==> src/rtl/lsu_pkg.sv <==
// Shared encodings for the load/store unit: memory DataType codes, FSM states
// and the fixed request-to-response latencies.
package lsu_pkg;

    localparam logic [1:0] DT_WORD = 2'b00;
    localparam logic [1:0] DT_BYTE = 2'b01;
    localparam logic [1:0] DT_HALF = 2'b10;

    typedef enum logic [1:0] {
        IDLE  = 2'd0,
        ISSUE = 2'd1,
        WAIT  = 2'd2,
        RESP  = 2'd3
    } lsuState_t;

    localparam int unsigned LOAD_LAT  = 3;
    localparam int unsigned STORE_LAT = 2;

    // The memory only knows byte/half/word; size 11 is an alias for word.
    function automatic logic [1:0] toDataType(input logic [1:0] size);
        return (size == 2'b11) ? DT_WORD : size;
    endfunction

endpackage

==> src/rtl/load_formatter.sv <==
// Zero/sign extension of the memory's low-aligned read data to a full word.
module load_formatter
    import lsu_pkg::*;
#(
    parameter int DATA_WIDTH = 32
) (
    input  logic [1:0]            size,
    input  logic                  signExt,
    input  logic [DATA_WIDTH-1:0] memData,
    output logic [DATA_WIDTH-1:0] result
);

    always_comb begin
        result = memData;
        case (toDataType(size))
            DT_BYTE: result = {{(DATA_WIDTH-8){signExt & memData[7]}}, memData[7:0]};
            DT_HALF: result = {{(DATA_WIDTH-16){signExt & memData[15]}}, memData[15:0]};
            default: result = memData;
        endcase
    end

endmodule

==> src/rtl/load_store_unit.sv <==
// Single-outstanding load/store initiator for the byte-banked data memory.
// Strobes and memory-side buses are registered from the next-state decode.
module load_store_unit
    import lsu_pkg::*;
#(
    parameter int DATA_WIDTH = 32,
    parameter int ADDR_WIDTH = 8
) (
    input  logic                  clock,
    input  logic                  reset,
    input  logic                  req,
    output logic                  req_ready,
    input  logic                  we,
    input  logic [1:0]            size,
    input  logic                  sign_ext,
    input  logic [ADDR_WIDTH-1:0] addr_in,
    input  logic [DATA_WIDTH-1:0] wdata_in,
    output logic                  rsp_valid,
    output logic [DATA_WIDTH-1:0] rsp_data,
    output logic [ADDR_WIDTH-1:0] mem_addr,
    output logic [DATA_WIDTH-1:0] mem_data,
    output logic                  EscMen,
    output logic                  ReadMen,
    output logic [1:0]            DataType,
    input  logic [DATA_WIDTH-1:0] saida_mem
);

    lsuState_t state, stateNext;

    logic                  reqWe;
    logic                  reqSignExt;
    logic [1:0]            reqSize;
    logic [ADDR_WIDTH-1:0] reqAddr;
    logic [DATA_WIDTH-1:0] reqWdata;

    logic                  escNext;
    logic                  readNext;
    logic [ADDR_WIDTH-1:0] addrNext;
    logic [DATA_WIDTH-1:0] dataNext;
    logic [1:0]            dtNext;
    logic [DATA_WIDTH-1:0] formatted;
    logic                  accept;

    assign req_ready = (state == IDLE);
    assign accept    = req && req_ready;

    // Outputs for ISSUE come straight from the inputs because the request
    // registers load on the same edge that enters ISSUE.
    always_comb begin
        stateNext = state;
        escNext   = 1'b0;
        readNext  = 1'b0;
        addrNext  = '0;
        dataNext  = '0;
        dtNext    = DT_WORD;
        unique case (state)
            IDLE: begin
                if (req) begin
                    stateNext = ISSUE;
                    escNext   = we;
                    readNext  = !we;
                    addrNext  = addr_in;
                    dataNext  = wdata_in;
                    dtNext    = toDataType(size);
                end
            end
            ISSUE: begin
                if (reqWe) begin
                    stateNext = RESP;
                end else begin
                    stateNext = WAIT;
                    readNext  = 1'b1;
                    addrNext  = reqAddr;
                    dataNext  = reqWdata;
                    dtNext    = toDataType(reqSize);
                end
            end
            WAIT:    stateNext = RESP;
            RESP:    stateNext = IDLE;
            default: stateNext = IDLE;
        endcase
    end

    always_ff @(posedge clock or posedge reset) begin
        if (reset) begin
            state <= IDLE;
        end else begin
            state <= stateNext;
        end
    end

    always_ff @(posedge clock or posedge reset) begin
        if (reset) begin
            EscMen    <= 1'b0;
            ReadMen   <= 1'b0;
            mem_addr  <= '0;
            mem_data  <= '0;
            DataType  <= DT_WORD;
            rsp_valid <= 1'b0;
            rsp_data  <= '0;
        end else begin
            EscMen    <= escNext;
            ReadMen   <= readNext;
            mem_addr  <= addrNext;
            mem_data  <= dataNext;
            DataType  <= dtNext;
            rsp_valid <= (stateNext == RESP);
            if (state == WAIT) begin
                rsp_data <= formatted;
            end
        end
    end

    always_ff @(posedge clock or posedge reset) begin
        if (reset) begin
            reqWe      <= 1'b0;
            reqSignExt <= 1'b0;
            reqSize    <= 2'b00;
            reqAddr    <= '0;
            reqWdata   <= '0;
        end else if (accept) begin
            reqWe      <= we;
            reqSignExt <= sign_ext;
            reqSize    <= size;
            reqAddr    <= addr_in;
            reqWdata   <= wdata_in;
        end
    end

    load_formatter #(
        .DATA_WIDTH(DATA_WIDTH)
    ) uFormatter (
        .size    (reqSize),
        .signExt (reqSignExt),
        .memData (saida_mem),
        .result  (formatted)
    );

endmodule
==> config.mk <==
export PLATFORM = sky130hd
export DESIGN_NAME = load_store_unit
export DESIGN_NICKNAME = d
export VERILOG_FILES = /design/src/rtl/lsu_pkg.sv /design/src/rtl/load_formatter.sv /design/src/rtl/load_store_unit.sv
export SDC_FILE = /design/constraint.sdc
export NUM_CORES = 1
export LEC_CHECK = 0
export ABC_AREA = 1
export BUFFER_PORTS_ARGS = -buffer_cell sky130_fd_sc_hd__buf_2
export CORE_ASPECT_RATIO = 0.9
export CORE_MARGIN = 8
export CORE_UTILIZATION = 45
export CTS_CLUSTER_DIAMETER = 120
export DETAILED_ROUTE_END_ITERATION = 8
export GPL_TIMING_DRIVEN = 0
export PLACE_DENSITY_LB_ADDON = 0.15
export SYNTH_ARGS = -nofsm -noshare
export SYNTH_HDL_FRONTEND = slang
export SYNTH_SLANG_ARGS = --single-unit
==> constraint.sdc <==
create_clock -name clock -period 8 [get_ports clock]
set_clock_uncertainty 0.15 [all_clocks]
set_input_delay 0 -clock clock [delete_from_list [all_inputs] [get_ports clock]]
set_output_delay 0 -clock clock [all_outputs]
set_load 0.02 [all_outputs]
# Word-level counts from Yosys, hierarchy flattened
# Cells that the tools add are included.
dict set report totals {
  reg_bits 123
  input_bits 79
  out_inout_bits 78
  elab_cells 46
}
dict set report classes {
  eq_ne 8
  n_mux 20
  bitwise_logic 2
  reduce_logical 3
}
# op n
set op_table {}
lappend op_table {{$pmux W32 S2} 2}
lappend op_table {{$mux W32} 2}
lappend op_table {{$mux W8} 2}
lappend op_table {{$pmux W8 S2} 1}
lappend op_table {{$eq A2 B2 Y1 const B} 6}
lappend op_table {{$mux W2} 5}
lappend op_table {{$pmux W2 S4} 1}
lappend op_table {{$mux W1} 5}
lappend op_table {{$eq A2 B1 Y1 const B} 2}
lappend op_table {{$pmux W2 S2} 1}
lappend op_table {{$and A1 B1 Y1} 2}
lappend op_table {{$logic_not A2 Y1} 1}
lappend op_table {{$pmux W1 S2} 1}
lappend op_table {{$logic_and A1 B1 Y1} 1}
lappend op_table {{$logic_not A1 Y1} 1}

# Depth between registers and ports, before layout
dict set report depth {
  word_depth 4
  depth_mapped 9
  ltp_nobuf 8
}

# Modules after synthesis
# A second synthesis with hierarchy kept.
dict set report unflattened {
  hier_cells 562
  area_unflattened_um2 5096.1
}
# mod n_inst cells_per_inst area_each_um2 seq_area_each_um2
set by_module_without_submodules {}
lappend by_module_without_submodules {load_store_unit 1 489 4626.9 3078.0}
lappend by_module_without_submodules {load_formatter 1 73 469.2 0.0}

# Worst setup path after synthesis
# No wires, ideal clock.
dict set report synth_path {
  path_type {flip-flop to flip-flop}
  start {register reqSize[0]}
  end {register rsp_data[16]}
  setup_ns 0.113
  arrival_time_ns 1.286
  required_time_ns 7.737
  slack_ns 6.451
  stages_incl_launch_ff 9
  n_path_buf 2
  period_less_slack_ns 1.549
  path_cell_list {dfrtp_1 inv_1 ha_1 buf_4 buf_2 a21oi_1 nand3_1 nand2_1 inv_1}
}
dict set report synth_between {
  elab_chain_len 4
  word_cells_on_any_way 5
  cone_classes {3 x eq/ne; 2 x mux}
}
# item line_no
set synth_rtl {}
lappend synth_rtl {{from (decl)} load_store_unit.sv:32} ;# logic [1:0] reqSize;
lappend synth_rtl {{from (signal assigned)} load_store_unit.sv:124} ;# reqSize <= size;
lappend synth_rtl {{$eq A2 B2 Y1} lsu_pkg.sv:21} ;# return (size == 2'b11) ? DT_WORD : size;
lappend synth_rtl {{$mux W2 (*)} lsu_pkg.sv:21}
lappend synth_rtl {{$eq A2 B2 Y1 or $eq A2 B1 Y1 (tied branches)} load_formatter.sv:15} ;# case (toDataType(size))
lappend synth_rtl {{$pmux W32 S2 (*)} load_formatter.sv:15}
lappend synth_rtl {{to (signal assigned)} load_store_unit.sv:109} ;# rsp_data <= formatted;
lappend synth_rtl {{to (decl)} load_store_unit.sv:19} ;# output logic [DATA_WIDTH-1:0] rsp_data,
# Mark *: on every way between the ends. The rest lies on a longest branch, timed or not.
# A chain may end at the register's enable or synchronous reset.

# Worst setup path in the final report
dict set report layout_path {
  start {register state[0]}
  end {register reqWdata[26]}
}
dict set report layout_between {
  elab_chain_len 2
}
# item line_no
set layout_rtl {}
lappend layout_rtl {{from (decl)} load_store_unit.sv:28} ;# lsuState_t state, stateNext;
lappend layout_rtl {{from (signal assigned)} load_store_unit.sv:88} ;# state <= stateNext;
lappend layout_rtl {{$logic_not A2 Y1} load_store_unit.sv:44} ;# assign req_ready = (state == IDLE);
lappend layout_rtl {{$logic_and A1 B1 Y1} load_store_unit.sv:45} ;# assign accept = req && req_ready;
lappend layout_rtl {{to (signal assigned)} load_store_unit.sv:126} ;# reqWdata <= wdata_in;
lappend layout_rtl {{to (decl)} load_store_unit.sv:34} ;# logic [DATA_WIDTH-1:0] reqWdata;
# No other way between the ends.

==> out/results.ini <==
[run_status]
status = complete, no violations

[route]
vias = 4974
wl_um = 14800
wire_per_inst_um = 14.3
firstDrtPassIters = 5
drc = 0
drt-initial-drc-count = 363
ant_nets = 0
via_per_inst = 4.79

[power]
vdd_drop_max_v = 0.000190
power_density_nw_per_um2 = 377
power_leakage_nw = 4.11

[final_layout]
fin_util = 0.678
nFillCells = 929
finalNetCount = 957
drive_above_1_share = 0.271
area_delta_synth_final_pct = 47.3
multiInputGateArea_um2 = 1810
insertedDiodeCount = 0
seq_area_um2 = 3080

[floorplanning]
die_y_um = 119
row_count = 37
start_util = 0.460
io_pins = 157
die-area_um2 = 15400
fp.dieW_um = 130
core_um2 = 11400

[synthesis]
yosys-top-cells-area = dfrtp_1, nand2_1, nand3_1
syn_inst = 601
ys_seq_elements = 123
synth_warnings = 0
syn_nets = 687
synth_top_area_share = 0.585
ys.flop_type = dfrtp_1
syn_avg_cell_area_um2 = 8.75
synthDistinctLibCells = 20
synth_top_area_cell = dfrtp_1
synth_commonest_cells = nand2_1, dfrtp_1, nand3_1
synth.most_common_cell = nand2_1
seq_area_frac_synth = 0.585
ys_async_sr_fraction = 1.00
synth_edf_count = 0
syn-cell-area_um2 = 5260

[global_route]
grt_start_max_net_pins = 87
busiest_layer = met2
track_usage = 0.201
antenna_found_initial = 0
grt_pass1_wl_um = 24900
met3_usage = 0.0602
grt-ovfl-total = 0
gr-usage-met1 = 0.244
grt_pass1_vias = 5071
grt_use_met2 = 0.331

[timing]
fin_crit_ns = 2.77
maxSlewViolCount = 0
setup_violations = 0
grt_setup_unrepaired = no
fin_tns_setup_ns = 0
worst_pin_slew_ns = 0.512
fin_crit_sh = 0.346
hold_viol = 0
relSlewSlack = 0.659
clock.fmax_ghz = 0.362

[min_path]
holdPathStages = 4
min_path_type = in -> reg
holdPathEnd = rsp_data[3]
hold_path_startpoint = saida_mem[3]

[clock_network]
cts_made_buffers = 17
clk_latency_ns = 0.40
path_clk_slew_ns = 0.05
cts_tree = done
cts_max_level = 4
root_buffer = clkbuf_16
cts.path.max_buffers = 2
postCtsSetupBuffers = 0
clock-sinks = 123

[setup_path]
crit_arrival_ns = 2.96
path_common_cell = dlygate4sd3_1
path_max_fanout = 10
critPathSlowestCell = dlygate4sd3_1
rrSetupSlack_ns = 5.23
rr_worst_depth = 8
crit_path_start_kind = flip-flop
crit_chain = inv_1 > ha_1 > buf_2 > clkbuf_1 > nand3_1 > dlygate4sd3_1 > nand2_1 > dlygate4sd3_1
critical_path_class = reg -> reg
reg2reg_from = state[0]
reg2reg_to = reqWdata[26]
crit_required_ns = 8.19
slowest_delay_ns = 0.58
end_kind = flip-flop

[placed_design]
hpwl_um = 9630
gp_congestion = 0.786
io_buffers = 155

[flow_run]
maxCapViolCount = 0

## power breakdown
| group | internal [mW] | switching, mW |
|---|---|---|
| registers | 0.872 | 0.118 |
| clock network | 0.441 | 0.241 |
| logic | 0.464 | 0.786 |
| total | 1.78 | 1.14 |
## area by class of cell
| class | count | area share |
|---|---|---|
| Timing Repair Buffer | 251 | 0.226 |
| Sequential cell | 123 | 0.397 |
| Tap cell | 156 | 0.0252 |
| Inverter | 43 | 0.0215 |
| Buffer | 38 | 0.0273 |
| Clock buffer | 29 | 0.0685 |
| Multi-Input combinational cell | 397 | 0.233 |
| Clock inverter | 1 | 0.000646 |
## sequential cells by signal (all words and copies together) (netlist names)
name        cells
ReadMen         1
rsp_data       32
reqSize         2
DataType        2
reqAddr         8
mem_data       32
rsp_valid       1
reqWe           1
EscMen          1
state           2
reqWdata       32
mem_addr        8
reqSignExt      1
## worst max-delay path, delay by kind of cell (launching register included)
kind | cells | cell delay [ns]
fa+ha+maj | 1 | 0.15
flops | 1 | 0.40
simple gates | 2 | 0.20
buf+inv | 5 | 1.81
## cells in the final DEF (no fill, tap or decap), types with 17 or more instances in the layout
master           n
buf_2          168
clkbuf_16       17
or2_2           24
clkbuf_1        18
nand3_1         67
dlygate4sd3_1   95
nand2_1        226
inv_1           39
a21oi_1         58
dfrtp_1        123
## logic make-up after synthesis
kind of cell,count (synthesis),share of synthesized area
simple gates,327,0.267
flops,123,0.585
buf+inv,81,0.0709
compound gates,63,0.0599
fa+ha+maj,7,0.0167
## metrics by stage
step	setup WS [ns]	total power [mW]	cell area [um^2]	hold WS, ns	instances
after floorplan	4.58	1.81	5260	-0.0374	601
after global placement	3.28	2.15	6230	0.0537	912
after detailed placement	6.26	2.18	6260	-0.123	913
after CTS	5.27	2.95	7750	0.166	1038
after global routing	5.03	3.15	7750	0.188	1038
final	5.23	2.92	7750	0.183	1038
## per-layer routing
metal / part of all wire / routed length (um)
met1: 0.42 / 6180
met2: 0.49 / 7320
met3: 0.074 / 1100
met4: 0.015 / 225
met5: 0 / 0
## worst max path at each step
stage,cells after the start,slack (ns),end,startpoint
after detailed placement,9,6.26,rsp_data[12],reqSize[0]
after CTS,8,5.27,reqWdata[26],state[0]
final,8,5.23,reqWdata[26],state[0]
after global placement,2,3.28,mem_data[27],reset
after floorplan,1,4.58,DataType[0],reset
after global routing,8,5.03,reqWdata[25],state[0]
## what timing repair did
item,4_1_cts,5_1_grt
gates resized for setup,0,0
hold endpoints to repair,245,0
hold buffers,95,0
Power figures use the tool's default switching activity.
